$ cat src/rtl/pipe_stage_reg_pkg.sv
// Shared stage widths and the write-back control bundle.
// Stage-register instances size CTRL_W/DATA_W from here.
package pipe_stage_reg_pkg;

    localparam int PC_W      = 32;
    localparam int REG_IDX_W = 5;
    localparam int XLEN      = 32;

    // PC+4, rd, ALU result, load data
    localparam int WB_DATA_W = PC_W + REG_IDX_W + XLEN + XLEN;

    typedef enum logic [1:0] {
        WB_ALU = 2'd0,
        WB_MEM = 2'd1,
        WB_PC4 = 2'd2
    } wb_sel_e;

    typedef struct packed {
        logic    reg_we;
        wb_sel_e wb_sel;
    } wb_ctrl_t;

    localparam int WB_CTRL_W = $bits(wb_ctrl_t);

    typedef struct packed {
        logic [PC_W-1:0]      pc4;
        logic [REG_IDX_W-1:0] rd;
        logic [XLEN-1:0]      alu;
        logic [XLEN-1:0]      ld;
    } wb_data_t;

    function automatic logic [1:0] occ_count(
        input logic a,
        input logic b
    );
        return {1'b0, a} + {1'b0, b};
    endfunction

endpackage

$ cat src/rtl/pipe_stage_reg_sat_counter.sv
// sat_counter: saturating up-counter with synchronous clear.
// Ports: clk, clr (sync clear), inc (count enable), count.
module sat_counter #(
    parameter int CNT_W = 16
) (
    input  logic             clk,
    input  logic             clr,
    input  logic             inc,
    output logic [CNT_W-1:0] count
);

    logic at_max;

    always_comb begin
        at_max = (count == {CNT_W{1'b1}});
    end

    always_ff @(posedge clk) begin
        if (clr) begin
            count <= '0;
        end else if (inc && !at_max) begin
            count <= count + 1'b1;
        end
    end

endmodule

$ cat src/rtl/pipe_stage_reg.sv
// pipe_stage_reg: valid/ready pipeline register, optional 2-entry skid.
// Ports: clk, rst (sync, high), flush, in_* / out_* handshake
// channels, occupancy (held entries), stall_cycles (saturating).
module pipe_stage_reg
    import pipe_stage_reg_pkg::*;
#(
    parameter int DATA_W = WB_DATA_W,
    parameter int CTRL_W = WB_CTRL_W,
    parameter int SKID   = 1,
    parameter int CNT_W  = 16
) (
    input  logic              clk,
    input  logic              rst,
    input  logic              flush,
    input  logic              in_valid,
    output logic              in_ready,
    input  logic [CTRL_W-1:0] in_ctrl,
    input  logic [DATA_W-1:0] in_data,
    output logic              out_valid,
    input  logic              out_ready,
    output logic [CTRL_W-1:0] out_ctrl,
    output logic [DATA_W-1:0] out_data,
    output logic [1:0]        occupancy,
    output logic [CNT_W-1:0]  stall_cycles
);

    logic              main_v;
    logic              skid_v;
    logic              rdy_q;
    logic [CTRL_W-1:0] main_c;
    logic [CTRL_W-1:0] skid_c;
    logic [DATA_W-1:0] main_d;
    logic [DATA_W-1:0] skid_d;

    logic xfer_in;
    logic xfer_out;
    logic to_main;
    logic to_skid;
    logic skid_to_main;
    logic stall;

    always_comb begin
        if (SKID != 0) begin
            in_ready = rdy_q;
        end else begin
            in_ready = !main_v || out_ready;
        end
        xfer_out     = main_v && out_ready;
        xfer_in      = in_valid && in_ready;
        // skid only fills when main is held this cycle
        to_main      = xfer_in && (!main_v || xfer_out);
        to_skid      = xfer_in && main_v && !xfer_out
                       && (SKID != 0);
        skid_to_main = xfer_out && skid_v;
        stall        = main_v && !out_ready;
    end

    // rdy_q always mirrors !skid_v, kept as its own flop
    always_ff @(posedge clk) begin
        if (rst) begin
            main_v <= 1'b0;
            skid_v <= 1'b0;
            rdy_q  <= 1'b1;
            main_c <= '0;
            main_d <= '0;
            skid_c <= '0;
            skid_d <= '0;
        end else if (flush) begin
            main_v <= 1'b0;
            skid_v <= 1'b0;
            rdy_q  <= 1'b1;
        end else begin
            if (skid_to_main) begin
                main_c <= skid_c;
                main_d <= skid_d;
                main_v <= 1'b1;
                skid_v <= 1'b0;
                rdy_q  <= 1'b1;
            end else if (to_main) begin
                main_c <= in_ctrl;
                main_d <= in_data;
                main_v <= 1'b1;
            end else if (xfer_out) begin
                main_v <= 1'b0;
            end
            if (to_skid) begin
                skid_c <= in_ctrl;
                skid_d <= in_data;
                skid_v <= 1'b1;
                rdy_q  <= 1'b0;
            end
        end
    end

    // empty slot presents a bubble: no register write
    always_comb begin
        out_valid = main_v;
        out_ctrl  = main_v ? main_c : '0;
        out_data  = main_d;
        occupancy = occ_count(main_v, skid_v);
    end

    sat_counter #(
        .CNT_W(CNT_W)
    ) u_stall (
        .clk  (clk),
        .clr  (rst),
        .inc  (stall),
        .count(stall_cycles)
    );

endmodule

$ cat config.mk
export PLATFORM = sky130hd
export DESIGN_NAME = pipe_stage_reg
export DESIGN_NICKNAME = d
export VERILOG_FILES = /design/src/rtl/pipe_stage_reg_pkg.sv /design/src/rtl/pipe_stage_reg_sat_counter.sv /design/src/rtl/pipe_stage_reg.sv
export SDC_FILE = /design/constraint.sdc
export NUM_CORES = 1
export LEC_CHECK = 0
export BUFFER_PORTS_ARGS = -buffer_cell sky130_fd_sc_hd__buf_4
export CORE_ASPECT_RATIO = 1.1
export CORE_MARGIN = 3
export CORE_UTILIZATION = 55
export CTS_CLUSTER_SIZE = 25
export DETAILED_ROUTE_END_ITERATION = 8
export HOLD_SLACK_MARGIN = 0.06
export PLACE_DENSITY = 0.83
export SLEW_MARGIN = 15
export SYNTH_ARGS = -nofsm -noshare
export SYNTH_HDL_FRONTEND = slang
export SYNTH_SLANG_ARGS = --single-unit
$ cat constraint.sdc
create_clock -name clk -period 3.35 [get_ports clk]
set_clock_uncertainty 0.2 [all_clocks]
set_input_delay 0.8375 -clock clk [delete_from_list [all_inputs] [get_ports clk]]
set_output_delay 0.8375 -clock clk [all_outputs]
set_load 0.01 [all_outputs]
; ---- After elaboration in Yosys (flattened, before gate mapping)
; Index checks and enable logic that the tools add are counted.
[word_totals]
reg_bits = 227
input_bits = 109
out_inout_bits = 124
wordCells = 43
[op_classes]
n_addsub = 2
n_eq_ne = 1
muxes = 12
bitwise = 1
n_reduce_logical = 19
[ops]
columns = cell, n
row1 = two-way mux 101 bit, 2
row2 = adder 16 x 1 -> 16 bit (second input constant), 1
row3 = equality test 16 bit (second input constant), 1
row4 = two-way mux 3 bit, 3
row5 = logical AND 1 bit, 8
row6 = two-way mux 1 bit, 7
row7 = zero test 1 bit, 4
row8 = AND reduction 2 bit, 2
row9 = nonzero test 2 bit, 2
row10 = nonzero test 3 bit, 1
row11 = adder 1 x 1 -> 2 bit, 1
row12 = OR reduction 2 bit, 1
row13 = logical OR 1 bit, 1
row14 = inverter 1 bit, 1

; ---- Depth between registers and ports, before layout
; Gate-level depths: netlist of run 1.
[depth]
depth_word = 5
depth_mapped = 8
ltp_nobuf = 5

; ---- Modules after synthesis
; A second synthesis of run 1 with hierarchy kept.
[hier_totals]
cells_unflattened = 1079
area_unflattened_um2 = 10103.4
[modules_own_cells]
columns = module, n_inst, cells_per_inst, area_each_um2, seq_area_each_um2
row1 = pipe_stage_reg, 1, 983, 9270.1, 4224.1
row2 = sat_counter, 1, 96, 833.3, 320.3

; ---- Worst setup path after synthesis of run 1
; OpenSTA, ideal clock, no wires.
[synth_timing]
path_type = input -> register
start = input out_ready
end = register u_stall.count[15]
setup_time_ns = 0.121
arrival_time_ns = 2.280
t_required_ns = 3.029
path_slack_ns = 0.749
stages = 6
n_path_buf = 2
cell_sequence = nand2b_1 -> buf_6 -> or4_1 -> clkbuf_2 -> nor4_1 -> mux2_2
[synth_between]
elab_chain_cells = 3
[synth_lines]
columns = item, line_no
row1 = start: declaration, pipe_stage_reg.sv:20  ; input logic out_ready,
row2 = zero test 1 bit, pipe_stage_reg.sv:55  ; stall = main_v && !out_ready;
row3 = logical AND 1 bit, pipe_stage_reg.sv:55
row4 = logical AND 1 bit, pipe_stage_reg_sat_counter.sv:21  ; end else if (inc && !at_max) begin
row5 = end signal: assignment, pipe_stage_reg_sat_counter.sv:22  ; count <= count + 1'b1;
row6 = end: declaration, pipe_stage_reg_sat_counter.sv:9  ; output logic [CNT_W-1:0] count
; Every way passes these cells.
; A chain may end at the register's enable or synchronous reset.

; ---- Worst setup path in the final report of run 1
[layout_timing]
start = register main_v, in the netlist out_valid
end = output occupancy[0]
[layout_between]
elab_chain_cells = 1
[layout_lines]
columns = item, line_no
row1 = start: declaration, pipe_stage_reg.sv:27  ; logic main_v;
row2 = start signal: assignment, pipe_stage_reg.sv:61  ; main_v <= 1'b0;
row3 = start signal: assignment, pipe_stage_reg.sv:69  ; main_v <= 1'b0;
row4 = start signal: assignment, pipe_stage_reg.sv:76  ; main_v <= 1'b1;
row5 = adder 1 x 1 -> 2 bit, pipe_stage_reg_pkg.sv:36  ; return {1'b0, a} + {1'b0, b};
row6 = end: declaration, pipe_stage_reg.sv:23  ; output logic [1:0] occupancy,
; Every way passes these cells.

==> results of run 1 <==
[worst max-delay path by stage]
stage	from	end	slack [ns]	cells after the start
finish	out_valid	occupancy[0]	0.69	2
detailed placement	out_ready	u_stall.count[15]	0.60	5
CTS	out_valid	occupancy[0]	0.68	2
floorplan	out_ready	u_stall.count[15]	0.75	6
global placement	out_ready	u_stall.count[15]	0.65	5
global route	out_valid	occupancy[0]	0.61	2
[power by group]
part,switching (mW),internal (mW)
clock network,1.02,1.55
logic,0.295,0.291
registers,0.0552,2.80
[worst max-delay path, stage by stage, from the launching register on]
cell and delay [ns]:
dfxtp_1 0.67, ha_1 0.32, buf_4 0.14
[flip-flops by register name, summed over array words and instances (netlist names)]
name	flops
skid_c	3
out_data	101
u_stall.count	16
in_ready	1
skid_v	1
main_c	3
out_valid	1
skid_d	101
[final cells by class]
cell class,instances,area share
clock buffers,29,0.05384
clock inverters,9,0.01073
inverters,2,0.0006435
multi-input cells,716,0.3534
flip-flops and latches,227,0.3895
well taps,200,0.02145
repair buffers,251,0.1704
[through the flow]
step / power (mW) / setup WS (ns) / instance area [µm²] / instances
floorplan: 3.178 / 0.7493 / 8986 / 1031
global placement: 3.483 / 0.6496 / 10910 / 1396
detailed placement: 3.500 / 0.6031 / 10910 / 1396
CTS: 6.050 / 0.6785 / 11670 / 1434
global route: 6.222 / 0.6081 / 11670 / 1434
finish: 6.008 / 0.6903 / 11670 / 1434
[layer usage]
metal	GRT usage	routed length (µm)	vias up
met5	0	0	-
met4	0.07709	668	0
met3	0.06102	1576	45
met2	0.4189	11160	194
met1	0.2942	9096	3653
li1	-	-	3961
[placed cells by master (no fill, tap or decap), drive strengths merged]
cell type	instances
a2111oi	1
and3	1
nor2b	4
nor2	111
and2	4
a21oi	116
ha	2
nor3	1
nand2	218
a211oi	105
mux2	3
xor2	1
o31ai	7
o311ai	1
or2	1
mux2i	104
and4	1
inv	2
nand3	2
a31oi	2
nand4	4
nor4b	1
or3	6
clkbuf	29
clkinvlp	2
a21boi	1
clkinv	4
buf	251
dfxtp	227
nor4	2
or4	7
o21ai	7
nor3b	1
bufinv	3
nand2b	1
nand3b	1
[Yosys cell counts, types with 2 or more instances]
cell type,n,share of area
nor4_1,2,0.0014
a21oi_1,116,0.065
mux2i_1,104,0.12
buf_1,12,0.0050
o31ai_1,7,0.0058
nand2_1,218,0.091
clkbuf_1,60,0.025
or3_1,6,0.0042
a211oi_1,105,0.088
buf_2,12,0.0067
a31oi_1,2,0.0014
nor2_1,111,0.046
nor2b_1,4,0.0028
inv_1,2,0.00084
ha_1,2,0.0028
and2_1,4,0.0028
dfxtp_1,227,0.51
mux2_2,3,0.0038
nand3_1,2,0.0011
nand4_1,4,0.0028
or4_1,7,0.0058
o21ai_0,6,0.0033
[cell families (layout without fill, tap and decap cells)]
kind of cell | count (synthesis) | count (layout) | share of synthesized area
muxes | 107 | 107 | 0.1196
xor gates and xnor gates | 1 | 1 | 0.0009748
adders and majority gates | 2 | 2 | 0.002784
and+or+nand+nor | 366 | 366 | 0.1653
AOI/OAI and AO/OA | 240 | 240 | 0.1662
buffers and inverters | 88 | 291 | 0.03940
DFF | 227 | 227 | 0.5057
==> impl_metrics.toml, run 1 <==
[floorplan]
rows = 48
io_pins = 233
die_w_um = 127.9
fp.dieArea_um2 = 17910
coreArea_um2 = 15860
start_util = 0.5668
die_h_um = 140.1

[layout]
register_area_um2 = 4544
area.growth.synth_to_final_pct = 29.82
multi_input_area_um2 = 4123
fillCellCount = 1205
diodes = 0
final_util = 0.7358
nets = 1332
final_layout_size_suffix_gt1_frac = 0.2391

[route]
vias = 7853
drtIter0Drc = 423
wl_um = 22500
ant_nets = 0
drt-wirelength-per-cell_um = 15.69
firstDrtPassIters = 4
vias_per_cell = 5.476
drc_errors = 0

[sta]
rsz0062_at_grt = "no"
worst_pin_slew_ns = 0.7812
clock.fmax_ghz = 0.3760
fin_hold_ws_ns = 0.2514
slew_violations = 0
timing.final.crit_share = 0.7939
finalHoldViolCount = 0
relSlewSlack = 0.4792
timing.setup.tns_ns = 0
layout_min_cycle_time_ns = 2.660
finalSetupViolCount = 0

[synthesis]
synth-seq-cells = 227
async_flop_share = 0
syn_avg_cell_area_um2 = 8.716
syn_nets = 1142
ys_seq_area_frac = 0.5057
netlist_area_um2 = 8986
synth_cell_type_count = 37
netlist_instances = 1031
ys_warn_count = 0
synth-edff-count = 0
synth_top_flop_cell = "dfxtp_1"

[grt]
grt_max_degree = 102
grt_antenna_before_repair = 0
grt_overflow = 0
grt_pass1_vias = 7668
grt_usage = 0.2420
grt_pass1_wl_um = 36710

[setup_path]
worstSetupPathType = "reg -> out"
start_kind = "flop"
cp.required_ns = 2.31
r2r_cells = 5
r2r_end = "out_data[87]"
cp_max_fo = 13
crit_arrival_ns = 1.62
critPathCaptureType = "output port"
r2r_setup_slack_ns = 0.88
reg2reg_from = "out_valid"

[pwr]
peakVddDrop_mv = 0.4800
p_leak_nw = 5.202
p_per_area_nw_per_um2 = 515.0

[clock_tree]
clock_latency_ns = 0.49
clk_pin_slew_ns = 0.06
holdBufCountCts = 0
cts_root_buffer = "clkbuf_16"
cts_sinks = 227
cts_made_buffers = 23
clockBufferDepth = 3
cts_max_level = 1
cts.repair.resized = 0
cts_setup_buffers = 0
cts_tree = "yes"

[place]
dp_hpwl_um = 14760
numPortBuffers = 232
place_congestion = 0.8056

[hold_path]
hold_path_class = "reg -> reg"
hold_end = "skid_d[43]"
hp-start = "skid_d[43]"
hold_depth = 2

[run_status]
status = "completed"

[job]
drv_cap = 0
Power figures use the tool's default switching activity.
==> run 2: changes to the inputs <==
- ABC_AREA: unset -> 1
- CORE_UTILIZATION: 55 -> 48
- PLACE_DENSITY: 0.83 -> 0.76
- clock period: 3.35 -> 2.3 ns (I/O delays scaled with it)
==> run 2 against run 1 <==
  * Critical path depth stayed put
  * Synthesized cell count is 27% higher
  * Clock power is 50% higher
  * Worst setup slack worse by 0.51 ns
  * Sequential cell count stayed put
  * First-iteration DRC count is 23% higher
  * Combinational power is 37% higher
  * Utilization is 9.3 points lower
  * Wire length is 7.4% higher
  * Sequential power is 44% higher
  * Critical endpoint unchanged
==> impl_metrics.toml, run 2 <==
[route]
vias = 8978
met3_length_um = 2221
vias_per_cell = 5.142
dr_wl_met2_um = 11450
top_layer = "met4"
firstDrtPassIters = 4
wl_um = 24160
drc_errors = 0
wl_met1_um = 9974
ant_nets = 0
drt-wirelength-per-cell_um = 13.84
drtIter0Drc = 520

[layout]
nets = 1601
final_cells = 1746
final_layout_size_suffix_gt1_frac = 0.1963
area.growth.synth_to_final_pct = 29.45
fillCellCount = 1700
final_cell_mix = "356 x nand2_1, 239 x buf_4, 226 x dfxtp_1"
final_util = 0.6432
diodes = 0
final_common_cell = "nand2_1"

[floorplan]
start_util = 0.4969
io_pins = 233
rows = 52
die_h_um = 151.8
coreArea_um2 = 18670
fp.dieArea_um2 = 21030
die_w_um = 138.6

[sta]
finalHoldViolCount = 0
rsz0062_at_grt = "no"
timing.final.crit_share = 0.9232
finalSetupViolCount = 0
slew_violations = 0
worst_pin_slew_ns = 0.5119
clock.fmax_ghz = 0.4709
setup_slack_ns = 0.1765
relSlewSlack = 0.6587
timing.setup.tns_ns = 0
layout_min_cycle_time_ns = 2.123

[setup_path]
crit_arrival_ns = 1.35
r2r_end = "u_stall.count[15]"
path_cells = "ha_1 > buf_4"
critPathSlowestCell = "dfxtp_2"
max_stage_delay_ns = 0.45
critPathCaptureType = "output port"
r2r_setup_slack_ns = 0.32
r2r_cells = 7
reg2reg_from = "u_stall.count[0]"
cp.required_ns = 1.52
worstSetupPathType = "reg -> out"
cp_max_fo = 8
start_kind = "flop"
crit_start = "out_valid"
crit_end = "occupancy[0]"

[clock_tree]
cts_sinks = 227
cts_max_level = 1
clockBufferDepth = 3
clk_pin_slew_ns = 0.06
cts_root_buffer = "clkbuf_16"
cts.repair.resized = 0
clock_latency_ns = 0.50
cts_tree = "yes"
holdBufCountCts = 0
cts_made_buffers = 24
cts_setup_buffers = 0

[place]
numPortBuffers = 232
pre_cts_ws_ns = 0.2572
place_inst = 1707
dp_hpwl_um = 15580
place_congestion = 0.8457

[synthesis]
synth_simple_gate_area_frac = 0.1779
synth-seq-cells = 227
synth_compound_area_frac = 0.2332
synth_cell_type_count = 20
synth.area.mux_share = 0
synth_top_family_by_area = "compound AO/OA/AOI/OAI gates"
syn_avg_cell_area_um2 = 7.093
ys_warn_count = 0
syn_nets = 1419
netlist_area_um2 = 9278
synthXorXnorAreaFrac = 0
yosys-top-cells-count = "356 x nand2_1, 227 x dfxtp_1, 219 x a21oi_1"
synth-edff-count = 0
synth_fa_ha_area_frac = 0.002697
ys_seq_area_frac = 0.4898
yosys-top-cells-area = "dfxtp_1 49%, nand2_1 14%, a21oi_1 12%, o21ai_0 11%, inv_1 5.1%"
synth_top_area_cell = "dfxtp_1"
synth_top_flop_cell = "dfxtp_1"
async_flop_share = 0
synthMostInstantiatedCell = "nand2_1"
netlist_instances = 1308
synth.top_cell.area_share = 0.4898

[grt]
grt_pass1_wl_um = 39940
grt_overflow = 0
grt_max_degree = 107
grt_pass1_vias = 8292
grt_antenna_before_repair = 0
grt_usage = 0.2189

[job]
drv_cap = 0

[run_status]
status = "completed"

[pwr]
p_leak_nw = 5.014
peakVddDrop_mv = 0.4609
p_per_area_nw_per_um2 = 730.1

[hold_path]
hold_path_class = "in -> reg"
[run 2: changes by cell type after synthesis, moves of 70 or more]
cell	delta
a211oi_1	-105
a21oi_1	+103
inv_1	+123
mux2i_1	-104
nand2_1	+138
nor2_1	-70
o21ai_0	+205
[run 2: layer usage]
metal  GRT usage  vias up
li1            -     4577
met1      0.2752     4065
met2      0.3707      294
met3     0.06130       42
met4     0.05929        0
met5           0        -
[run 2: power breakdown]
| part | internal (mW) | leakage [nW] | switching (mW) |
|---|---|---|---|
| clock | 2.37 | 0.397 | 1.49 |
| combinational | 0.375 | 2.78 | 0.425 |
| sequential | 4.05 | 1.84 | 0.0599 |
| total | 6.79 | 5.01 | 1.98 |
[run 2: cell families after synthesis]
family / count (synthesis)
buf+inv: 220
fa+ha+maj: 2
compound gates: 432
simple gates: 427
flops: 227
[run 2: final cells by class]
class	instances	area [µm²]	area share
well taps	243	304.0	0.02532
inverters	126	474.2	0.03948
clock buffers	37	760.7	0.06334
multi-input cells	861	3870	0.3222
repair buffers	250	2014	0.1677
flip-flops and latches	227	4546	0.3785
clock inverters	2	41.29	0.003438
[run 2: metrics by stage]
| stage | power, mW | hold WS [ns] | area [µm²] |
|---|---|---|---|
| floorplan | 4.580 | 0.2245 | 9278 |
| global placement | 4.977 | 0.2320 | 11210 |
| detailed placement | 4.992 | 0.2383 | 11210 |
| CTS | 8.857 | 0.1106 | 12010 |
| global route | 9.122 | 0.1218 | 12010 |
| finish | 8.769 | 0.1319 | 12010 |
[run 2: worst min-delay path by stage]
| stage | depth (start not counted) | startpoint | slack (ns) | end |
|---|---|---|---|---|
| final | 3 | flush | 0.13 | in_ready |
| after global routing | 3 | flush | 0.12 | in_ready |
| after CTS | 3 | flush | 0.11 | in_ready |
| after detailed placement | 2 | skid_d[39] | 0.24 | skid_d[39] |
| after global placement | 2 | skid_d[11] | 0.23 | skid_d[11] |
| after floorplan | 2 | skid_d[10] | 0.22 | skid_d[10] |
[run 2: critical path, delay by kind of cell, from the launching register on]
| kind | cells | cell delay [ns] |
|---|---|---|
| adders and majority gates | 1 | 0.27 |
| buffers and inverters | 1 | 0.14 |
| DFF | 1 | 0.45 |
==> run 3: changes to the inputs <==
- ABC_AREA: 1 -> unset
==> run 3 against run 2 <==
  * Critical path depth increased by 1
  * Cell area is 0.48% lower
  * Worst setup slack got worse by 0.074 ns
  * Maximum frequency is 3.4% lower
  * Non-clock buffer count grew 19
  * Hold slack worse by 0.012 ns
  * Cell count fell by 15%
  * Largest power group unchanged
  * Global-route usage fell by 0.60 points
==> impl_metrics.toml, run 3 (synthesized netlist as in run 1, its figures left out) <==
[floorplan]
coreArea_um2 = 18060
start_util = 0.4976
fp.dieArea_um2 = 20400
rows = 51
die_h_um = 149.5
io_pins = 233
die_w_um = 136.5

[job]
drv_cap = 0

[grt]
grt_antenna_before_repair = 0
grt_pass1_wl_um = 35960
grt_usage = 0.2129
grt_max_degree = 80
grt_pass1_vias = 7419
grt_overflow = 0

[route]
wl_um = 22850
ant_nets = 0
vias_per_cell = 5.336
firstDrtPassIters = 4
drtIter0Drc = 392
drc_errors = 0
vias = 7956
drt-wirelength-per-cell_um = 15.32

[clock_tree]
cts.repair.resized = 0
cts_tree = "yes"
clockBufferDepth = 3
cts_max_level = 1
holdBufCountCts = 0
cts_root_buffer = "clkbuf_16"
cts_setup_buffers = 0
clock_latency_ns = 0.51
cts_sinks = 227
clk_pin_slew_ns = 0.06
cts_made_buffers = 24

[setup_path]
critPathBufInv = 2
cp.required_ns = 1.52
path_cells = "buf_4 > and2_1 > buf_4"
cpLargestDelayFamily = "flip-flops"
critPathSlowestCell = "dfxtp_1"
start_kind = "flop"
crit_arrival_ns = 1.42
cp_max_fo = 8
max_stage_delay_ns = 0.44
worstSetupPathType = "reg -> out"
cp_common_cell = "buf_4"
critPathCaptureType = "output port"

[layout]
nets = 1351
final_cells = 1491
final_layout_size_suffix_gt1_frac = 0.2482
area.growth.synth_to_final_pct = 33.01
final_common_cell = "buf_4"
diodes = 0
final_cell_mix = "252 x buf_4, 227 x dfxtp_1, 218 x nand2_1"

[pwr]
p_leak_nw = 5.329
p_comb_frac = 0.101
p_per_area_nw_per_um2 = 734.9
clkPwrFrac = 0.426
switchingPower_mw = 1.987
finalPower_mw = 8.784
p_seq_frac = 0.473
swShare = 0.2263
peakVddDrop_mv = 0.6434
p_int_mw = 6.797

[place]
numPortBuffers = 232
place_congestion = 0.8111
dp_hpwl_um = 15350
place_inst = 1452

[sta]
worst_pin_slew_ns = 0.5234
timing.setup.tns_ns = 0
slew_violations = 0
timing.final.crit_share = 0.9556
clock.fmax_ghz = 0.4550
relSlewSlack = 0.6456
layout_min_cycle_time_ns = 2.198
rsz0062_at_grt = "no"
finalSetupViolCount = 0
finalHoldViolCount = 0

[run_status]
status = "completed"

[hold_path]
hold_path_class = "in -> reg"
## run 3: changes by cell type in the layout (fill, tap and decap cells not counted), moves of 103 or more
cell	before	now
mux2i_1	0	104
nand2_1	356	218
o21ai_0	211	6
a21oi_1	219	116
a211oi_1	0	104
inv_1	124	2
## run 3: per-layer routing
metal	GRT usage	vias to the layer above	wire length (µm)
met1	0.2498	3705	9093
met2	0.3707	209	11300
met4	0.07006	0	637
met5	0	-	0
met3	0.06422	53	1818
li1	-	3989	-
## run 3: per-stage QoR
| step | setup WS (ns) | util | hold slack [ns] | instance area [µm²] |
|---|---|---|---|---|
| after global routing | 0.01324 | 0.6619 | 0.1085 | 11950 |
| final | 0.1022 | 0.6619 | 0.1196 | 11950 |
| after CTS | 0.07863 | 0.6617 | 0.1014 | 11950 |
| after floorplan | -0.03822 | - | 0.2357 | 8986 |
| after global placement | -0.08982 | 0.6193 | 0.2405 | 11180 |
| after detailed placement | -0.08954 | 0.6193 | 0.2458 | 11180 |
## run 3: worst paths after layout
check	end	start	cells past startpoint	slack, ns
worst max-delay path	out_ctrl[2]	out_valid	3	0.10
worst min-delay path	skid_v	flush	2	0.12
worst max register to register	out_data[34]	out_valid	7	0.15
worst min register to register	skid_d[12]	skid_d[12]	2	0.25
## run 3: power by group through the flow
stage          Clock (mW)  Sequential (mW)  Combinational [mW]
2_1_floorplan           0             4.29               0.341
3_3_place_gp            0             4.24               0.874
3_5_place_dp            0             4.24               0.890
4_1_cts              3.82             4.16               0.893
5_1_grt              4.01             4.17               0.973
6_report             3.74             4.16               0.886
## run 3: final cells by class
type	instances	area [µm²]
Fill cell	1487	6106
Sequential cell	227	4544
Multi-Input combinational cell	716	4123
Timing Repair Buffer	269	2215
Clock buffer	37	730.7
Tap cell	238	297.8
Clock inverter	2	35.03
Inverter	2	7.507
